[config.mk]
export PLATFORM = sky130hd
export DESIGN_NAME = flt_pds2_axi4s_src
export DESIGN_NICKNAME = d
export VERILOG_FILES = /design/src/rtl/flt_pds2_axi4s_src.sv
export SDC_FILE = /design/constraint.sdc
export NUM_CORES = 1
export LEC_CHECK = 0
export ABC_AREA = 1
export BUFFER_PORTS_ARGS = -buffer_cell sky130_fd_sc_hd__buf_2
export CORE_MARGIN = 2
export CORE_UTILIZATION = 62
export CTS_BUF_LIST = sky130_fd_sc_hd__clkbuf_16
export DETAILED_ROUTE_END_ITERATION = 10
export PLACE_DENSITY = 0.95
export SLEW_MARGIN = 20
export SYNTH_ARGS = -nofsm -noshare
export SYNTH_HDL_FRONTEND = slang
export SYNTH_SLANG_ARGS = --single-unit
[constraint.sdc]
create_clock -name i_aclk -period 4.5 [get_ports i_aclk]
set_input_delay 0.45 -clock i_aclk [delete_from_list [all_inputs] [get_ports i_aclk]]
set_output_delay 0.45 -clock i_aclk [all_outputs]
set_load 0.005 [all_outputs]
[src/rtl/flt_pds2_axi4s_src.sv]
// AXI4-Stream operand source for flt_pds2: a bounded frame of clamped pseudo-random floats from
// a 32-bit Galois LFSR. Define FLT_PDS2_SPECIAL_EN to inject +0/+inf/qNaN/denormal every 16th beat.
module flt_pds2_axi4s_src #(
    parameter int unsigned EXP_WIDTH   = 8,
    parameter int unsigned MAN_WIDTH   = 23,
    parameter int unsigned TDATA_WIDTH = 32,
    parameter int unsigned REPEAT_NUM  = 1000,
    parameter logic [31:0] LFSR_SEED   = 32'h1234_5678,
    parameter int unsigned GAP_CYCLES  = 0
) (
    input  logic                   i_aclk,
    input  logic                   i_areset,
    input  logic                   i_start,
    output logic [TDATA_WIDTH-1:0] o_axi4s_a_tdata,
    output logic                   o_axi4s_a_tvalid,
    input  logic                   i_axi4s_a_tready,
    output logic                   o_axi4s_a_tlast,
    output logic                   o_busy,
    output logic                   o_done,
    output logic [15:0]            o_beat_cnt
);

    localparam int unsigned WIDTH     = 1 + EXP_WIDTH + MAN_WIDTH;
    localparam logic [31:0] LFSR_MASK = 32'h8020_0003;
    localparam logic [15:0] LAST_BEAT = 16'(REPEAT_NUM - 1);
    localparam logic [15:0] GAP_LOAD  = 16'(GAP_CYCLES - 1);

    typedef enum logic [1:0] {StIdle, StSend, StGap, StDone} state_e;

    state_e         state_q, state_d;
    logic [31:0]    lfsr_q, lfsr_d, lfsr_next;
    logic [15:0]    beat_cnt_q, beat_cnt_d;
    logic [15:0]    gap_cnt_q, gap_cnt_d;
    logic           handshake;
    logic [WIDTH-1:0]     raw;
    logic [EXP_WIDTH-1:0] exp_raw, exp_clamped;
    logic [WIDTH-1:0]     word;

    always_ff @(posedge i_aclk or posedge i_areset) begin
        if (i_areset) begin
            state_q    <= StIdle;
            lfsr_q     <= LFSR_SEED;
            beat_cnt_q <= '0;
            gap_cnt_q  <= '0;
        end else begin
            state_q    <= state_d;
            lfsr_q     <= lfsr_d;
            beat_cnt_q <= beat_cnt_d;
            gap_cnt_q  <= gap_cnt_d;
        end
    end

    // Exponent clamped away from zero and all-ones: never zero, denormal, inf or NaN.
    always_comb begin
        raw     = lfsr_q[WIDTH-1:0];
        exp_raw = raw[WIDTH-2:MAN_WIDTH];
        if (exp_raw == '0) begin
            exp_clamped = EXP_WIDTH'(1);
        end else if (&exp_raw) begin
            exp_clamped = {{(EXP_WIDTH-1){1'b1}}, 1'b0};
        end else begin
            exp_clamped = exp_raw;
        end
        word = {raw[WIDTH-1], exp_clamped, raw[MAN_WIDTH-1:0]};
`ifdef FLT_PDS2_SPECIAL_EN
        if (beat_cnt_q[3:0] == 4'hF) begin
            case (beat_cnt_q[5:4])
                2'd0:    word = '0;
                2'd1:    word = {1'b0, {EXP_WIDTH{1'b1}}, {MAN_WIDTH{1'b0}}};
                2'd2:    word = {1'b0, {EXP_WIDTH{1'b1}}, 1'b1, {(MAN_WIDTH-1){1'b0}}};
                default: word = WIDTH'(1);
            endcase
        end
`endif
    end

    always_comb begin
        o_axi4s_a_tvalid = (state_q == StSend);
        o_axi4s_a_tlast  = o_axi4s_a_tvalid && (beat_cnt_q == LAST_BEAT);
        o_busy           = (state_q == StSend) || (state_q == StGap);
        o_done           = (state_q == StDone);
        o_beat_cnt       = beat_cnt_q;
        o_axi4s_a_tdata  = '0;
        if (o_axi4s_a_tvalid) begin
            o_axi4s_a_tdata[WIDTH-1:0] = word;
        end
    end

    always_comb begin
        state_d    = state_q;
        lfsr_d     = lfsr_q;
        beat_cnt_d = beat_cnt_q;
        gap_cnt_d  = gap_cnt_q;
        handshake  = o_axi4s_a_tvalid && i_axi4s_a_tready;
        lfsr_next  = {1'b0, lfsr_q[31:1]} ^ (lfsr_q[0] ? LFSR_MASK : 32'h0);
        case (state_q)
            StIdle, StDone: begin
                if (i_start) begin
                    state_d    = StSend;
                    lfsr_d     = LFSR_SEED;
                    beat_cnt_d = '0;
                end
            end
            StSend: begin
                if (handshake) begin
                    lfsr_d     = lfsr_next;
                    beat_cnt_d = beat_cnt_q + 16'd1;
                    if (beat_cnt_q == LAST_BEAT) begin
                        state_d = StDone;
                    end else if (GAP_CYCLES > 0) begin
                        state_d   = StGap;
                        gap_cnt_d = GAP_LOAD;
                    end
                end
            end
            StGap: begin
                if (gap_cnt_q == '0) begin
                    state_d = StSend;
                end else begin
                    gap_cnt_d = gap_cnt_q - 16'd1;
                end
            end
            default: state_d = StIdle;
        endcase
    end

endmodule

==> Word-level counts from Yosys, hierarchy flattened <==
Index checks and enable logic that the tools add are counted.
{ "totals": {"regBits": 66, "romBits": 0, "latch_bits": 0, "output_inout_bits": 52, "wordCells": 43, "n_memories": 0, "inputBits": 4, "ramBits": 0} }
{ "classes": {"order_cmp": 0, "shifts": 0, "muxes": 15, "div_mod_pow": 0, "mul": 0, "add_sub_neg": 2, "n_reduce_logical": 12, "eq_ne": 8, "bitwise_logic": 2} }
{ "op_table": {"columns": ["op", "count"], "rows": [
  ["two-way mux 32 bit", 4],
  ["one-hot mux 32 bit (2 select lines)", 1],
  ["two-way mux 16 bit", 2],
  ["one-hot mux 16 bit (2 select lines)", 1],
  ["bitwise XOR 31 x 32 -> 32 bit", 1],
  ["adder 16 x 1 -> 16 bit, second input constant", 1],
  ["equality test 16 x 10 -> 1 bit, second input constant", 1],
  ["zero test 16 bit", 1],
  ["two-way mux 8 bit", 2],
  ["subtractor 16 x 1 -> 16 bit, second input constant", 1],
  ["zero test 8 bit", 1],
  ["two-way mux 2 bit", 4],
  ["AND reduction 8 bit", 1],
  ["inequality test 2 x 1 -> 1 bit, second input constant", 3],
  ["one-hot mux 2 bit (3 select lines)", 1],
  ["equality test 2 bit, second input constant", 2],
  ["AND reduction 4 bit", 1],
  ["AND reduction 3 bit", 1],
  ["equality test 2 x 1 -> 1 bit, second input constant", 1],
  ["logical AND 1 bit", 2],
  ["zero test 2 bit", 1],
  ["inequality test 2 bit, second input constant", 1],
  ["AND reduction 2 bit", 1],
  ["nonzero test 2 bit", 1],
  ["3 further kinds", 3]
]} }

==> Logic depth before layout (Yosys ltp) <==
{ "logic_depth": {"word_depth": 4, "mapped_depth": 10, "mapped_depth_nobuf": 10} }

==> Least setup slack after synthesis <==
OpenSTA, ideal clock, no wires.
{ "synth_path": {"path_kind": "reg-to-output", "startpoint": "register state_q[1]", "endpoint": "output o_axi4s_a_tdata[3]", "t_arrival_ps": 1356, "required_ps": 4050, "setup_slack_ps": 2694, "n_path_buf": 3, "stages_incl_launch_ff": 8, "path_cell_list": "dfrtp_1 > inv_1 > ha_1 > buf_2 > buf_1 > nand2_1 > inv_1 > buf_4"} }
{ "synth_between": {"elab_chain_cells": 2} }
{ "synth_lines": {"columns": ["item", "line", "source"], "rows": [
  ["start: declaration", "30", "state_e state_q, state_d;"],
  ["start signal: assignment", "41", "state_q <= StIdle;"],
  ["start signal: assignment", "46", "state_q <= state_d;"],
  ["equality test 2 x 1 -> 1 bit", "78", "o_axi4s_a_tvalid = (state_q == StSend);"],
  ["named net o_axi4s_a_tvalid", "15", "output logic o_axi4s_a_tvalid,"],
  ["two-way mux 32 bit", "84", "if (o_axi4s_a_tvalid) begin"],
  ["end: declaration", "14", "output logic [TDATA_WIDTH-1:0] o_axi4s_a_tdata,"]
]} }
The timed path passes the listed nets, and every way through them passes these cells.

==> Final worst setup path <==
{ "layout_path": {"startpoint": "register state_q[1]", "endpoint": "register beat_cnt_q[4] (netlist: o_beat_cnt[4])"} }
{ "layout_between": {"elab_chain_cells": 4, "word_cells_on_any_way": 10, "cone_classes": "eq/ne (4); mux (1); reduce/logical (5)"} }
{ "layout_lines": {"columns": ["item", "line", "source"], "rows": [
  ["equality test 2 bit, or another cell as far along", "96", "case (state_q)"],
  ["OR reduction 2 bit / logical AND 1 bit (equally long branches)", "96, 94", null],
  ["inequality test 2 bit (no line), or another cell as far along", null, null],
  ["AND reduction 3 bit (no line)", null, null],
  ["end signal: assignment", "48", "beat_cnt_q <= beat_cnt_d;"],
  ["end: declaration", "32", "logic [15:0] beat_cnt_q, beat_cnt_d;"]
]} }
Parallel ways exist; a longest one is shown, timed or not.
A chain may end at the register's enable or synchronous reset.

==> flow_metrics.tcl <==
set metrics [dict create \
    outcome "finished, final reports clean" \
    cp_cell_sequence "inv_1 -> ha_1 -> inv_1 -> nand2_1 -> inv_1 -> nor2_2 -> nand2_1 -> inv_1 -> nor3_1" \
    crit_buf_inv 4 \
    clk_pin_slew_ns 0.05 \
    clock.fmax_mhz 356 \
    final.fill_count 435 \
    wirelength_mm 8.62 \
    clock_latency_ns 0.33 \
    period_share 0.625 \
    placed_cells 600 \
    critPathKind "register to register" \
    drtIter0Drc 296 \
    port_buffers 55 \
    ctsLongestPathBuffers 2 \
    antenna_found_initial 0 \
    leakagePower_uw 0.00247 \
    startpoint_type "register" \
    cts_setup_buffers 0 \
    ioPinCount 56 \
    synth_edf_count 0 \
    setup.worst_path.end_class "register" \
    fin_hold_ws_ns 0.0234 \
    skew_ns 0.00637 \
    fin_ws_ns 1.69 \
    syn-num-nets 502 \
    rsz0062_at_grt "false" \
    reg2reg_depth 9 \
    pre_cts_ws_ns 1.93 \
    syn_avg_cell_area_um2 7.58 \
    diodes 0 \
    yosysSeqAreaShare 0.447 \
    yosys_register_bits 66 \
    antenna_left 0 \
    final_cells 616 \
    peakVddDrop_mv 0.294 \
    synth_area_um2 3730 \
    die_w_um 81.6 \
    slowest_delay_ns 0.75 \
    hold_path.class "primary input to async pin" \
    layout_commonest_cell "nand2_1" \
    drv_slew 0 \
    via_per_inst 5.47 \
    dr.pass1.iters 5 \
    die_h_um 81.6 \
    drive_gt1_frac 0.207 \
    wl_per_cell_um 14.0 \
    async_flop_share 1.00 \
    slowest_stage "nor2_2" \
    crit_top_cell "inv_1" \
    cp_max_fo 23 \
    hpwl_mm 5.83 \
    tns_ns 0 \
    overflow 0 \
    cap_violations 0 \
    drc 0 \
    numCtsBuffers 9 \
    cts_root_buffer "clkbuf_16" \
    start_util 0.635 \
    tightest_slew_ns 0.967 \
    vias 3370 \
    dieArea_um2 6660 \
    crit_family "simple AND/OR/NAND/NOR gates" \
    synth_cell_type_count 36 \
    grt_usage 0.286 \
    core_area_um2 5890 \
    min_period_ns 2.81 \
    cts_tree "done" \
    grt_pass1_vias 3181 \
    cts_resized 0 \
    layout.nets 545 \
    required_ns 4.69 \
    ctsHoldBuffers 0 \
    ys_warn_count 0 \
    gp_congestion 0.954 \
    rows 28 \
    htreeDepth 3 \
    final_util 0.721 \
    grt_pass1_wl_mm 14.3 \
    grt_max_degree 58 \
    cp.depth 9 \
    hold_viol_final 0 \
    cts_sinks 66 \
    cp.arrival_ns 3.00 \
    layout-area-overhead-vs-synth_pct 13.6 \
    setup_violations 0 \
    synth_flop_cell "dfrtp_1" \
    final_cell_mix "nand2_1 (132), inv_1 (93), buf_2 (55)" \
    cellPowerDensity_nw_per_um2 433 \
    max_slew_margin 0.355 \
    postSynthCellCount 493 \
]
## state kept, by name, indices dropped and copies added, names as in the netlist
register,cells
lfsr_q,32
state_q,2
o_beat_cnt,16
gap_cnt_q,16
## power breakdown
part,switching [uW],internal (uW),leakage (uW),total [uW]
combinational,212,157,0.00154,369
clock,256,422,0.000140,678
sequential,91.7,699,0.000793,791
total,560,1280,0.00247,1840
## metrics by stage
stage	total power, uW	instance area (um^2)
after global routing	1930	4240
after global placement	1130	3960
final	1840	4240
after detailed placement	1160	3960
after floorplan	1030	3730
after CTS	1840	4240
## area by class of cell
class                   count  area, um^2  area share
well taps                  75        93.8      0.0221
repair buffers             57         290      0.0684
inverters                  94         355      0.0838
flip-flops and latches     66        1670       0.393
clock buffers               9         225      0.0531
multi-input cells         308        1550       0.365
clock inverters             7        62.6      0.0147
## synthesized netlist by cell type (10+ instances only)
library cell  number  area (um^2)
nor3_1            10         50.1
a21oi_1           12         60.1
nor2_2            10         62.6
nand3_1           16         80.1
nand2_1          132          495
dfrtp_1           53         1330
o21ai_0           20          100
buf_4             12         90.1
o22ai_1           11         68.8
dfstp_2           13          342
inv_1             93          349
nor2_1            46          173
## metal layers
layer  up-vias  GRT usage  wire length (um)
li1       1596          -                 -
met1      1590      0.357              3540
met2       155      0.460              4250
met3        29     0.0626               538
met4         0      0.163               288
met5         -          0                 0
## logic make-up (layout without fill, tap and decap cells)
kind of cell,count (synthesis),count (layout),synth area share
simple gates,233,233,0.277
buf+inv,119,167,0.139
flops,66,66,0.447
compound gates,63,63,0.104
xor+xnor,7,7,0.0164
fa+ha+maj,5,5,0.0168
## path summary, 6_finish.rpt
kind	startpoint	endpoint	slack [ns]
setup / recovery	state_q[1]	o_beat_cnt[4]	1.69
hold / removal	i_areset	gap_cnt_q[2]	0.02
setup reg to reg	state_q[1]	o_beat_cnt[4]	1.69
hold reg to reg	lfsr_q[12]	lfsr_q[12]	0.49
max in group asynchronous	i_areset	gap_cnt_q[11]	3.53
min in group i_aclk	lfsr_q[12]	lfsr_q[12]	0.49
No activity file was read; power rests on OpenSTA's default activity.
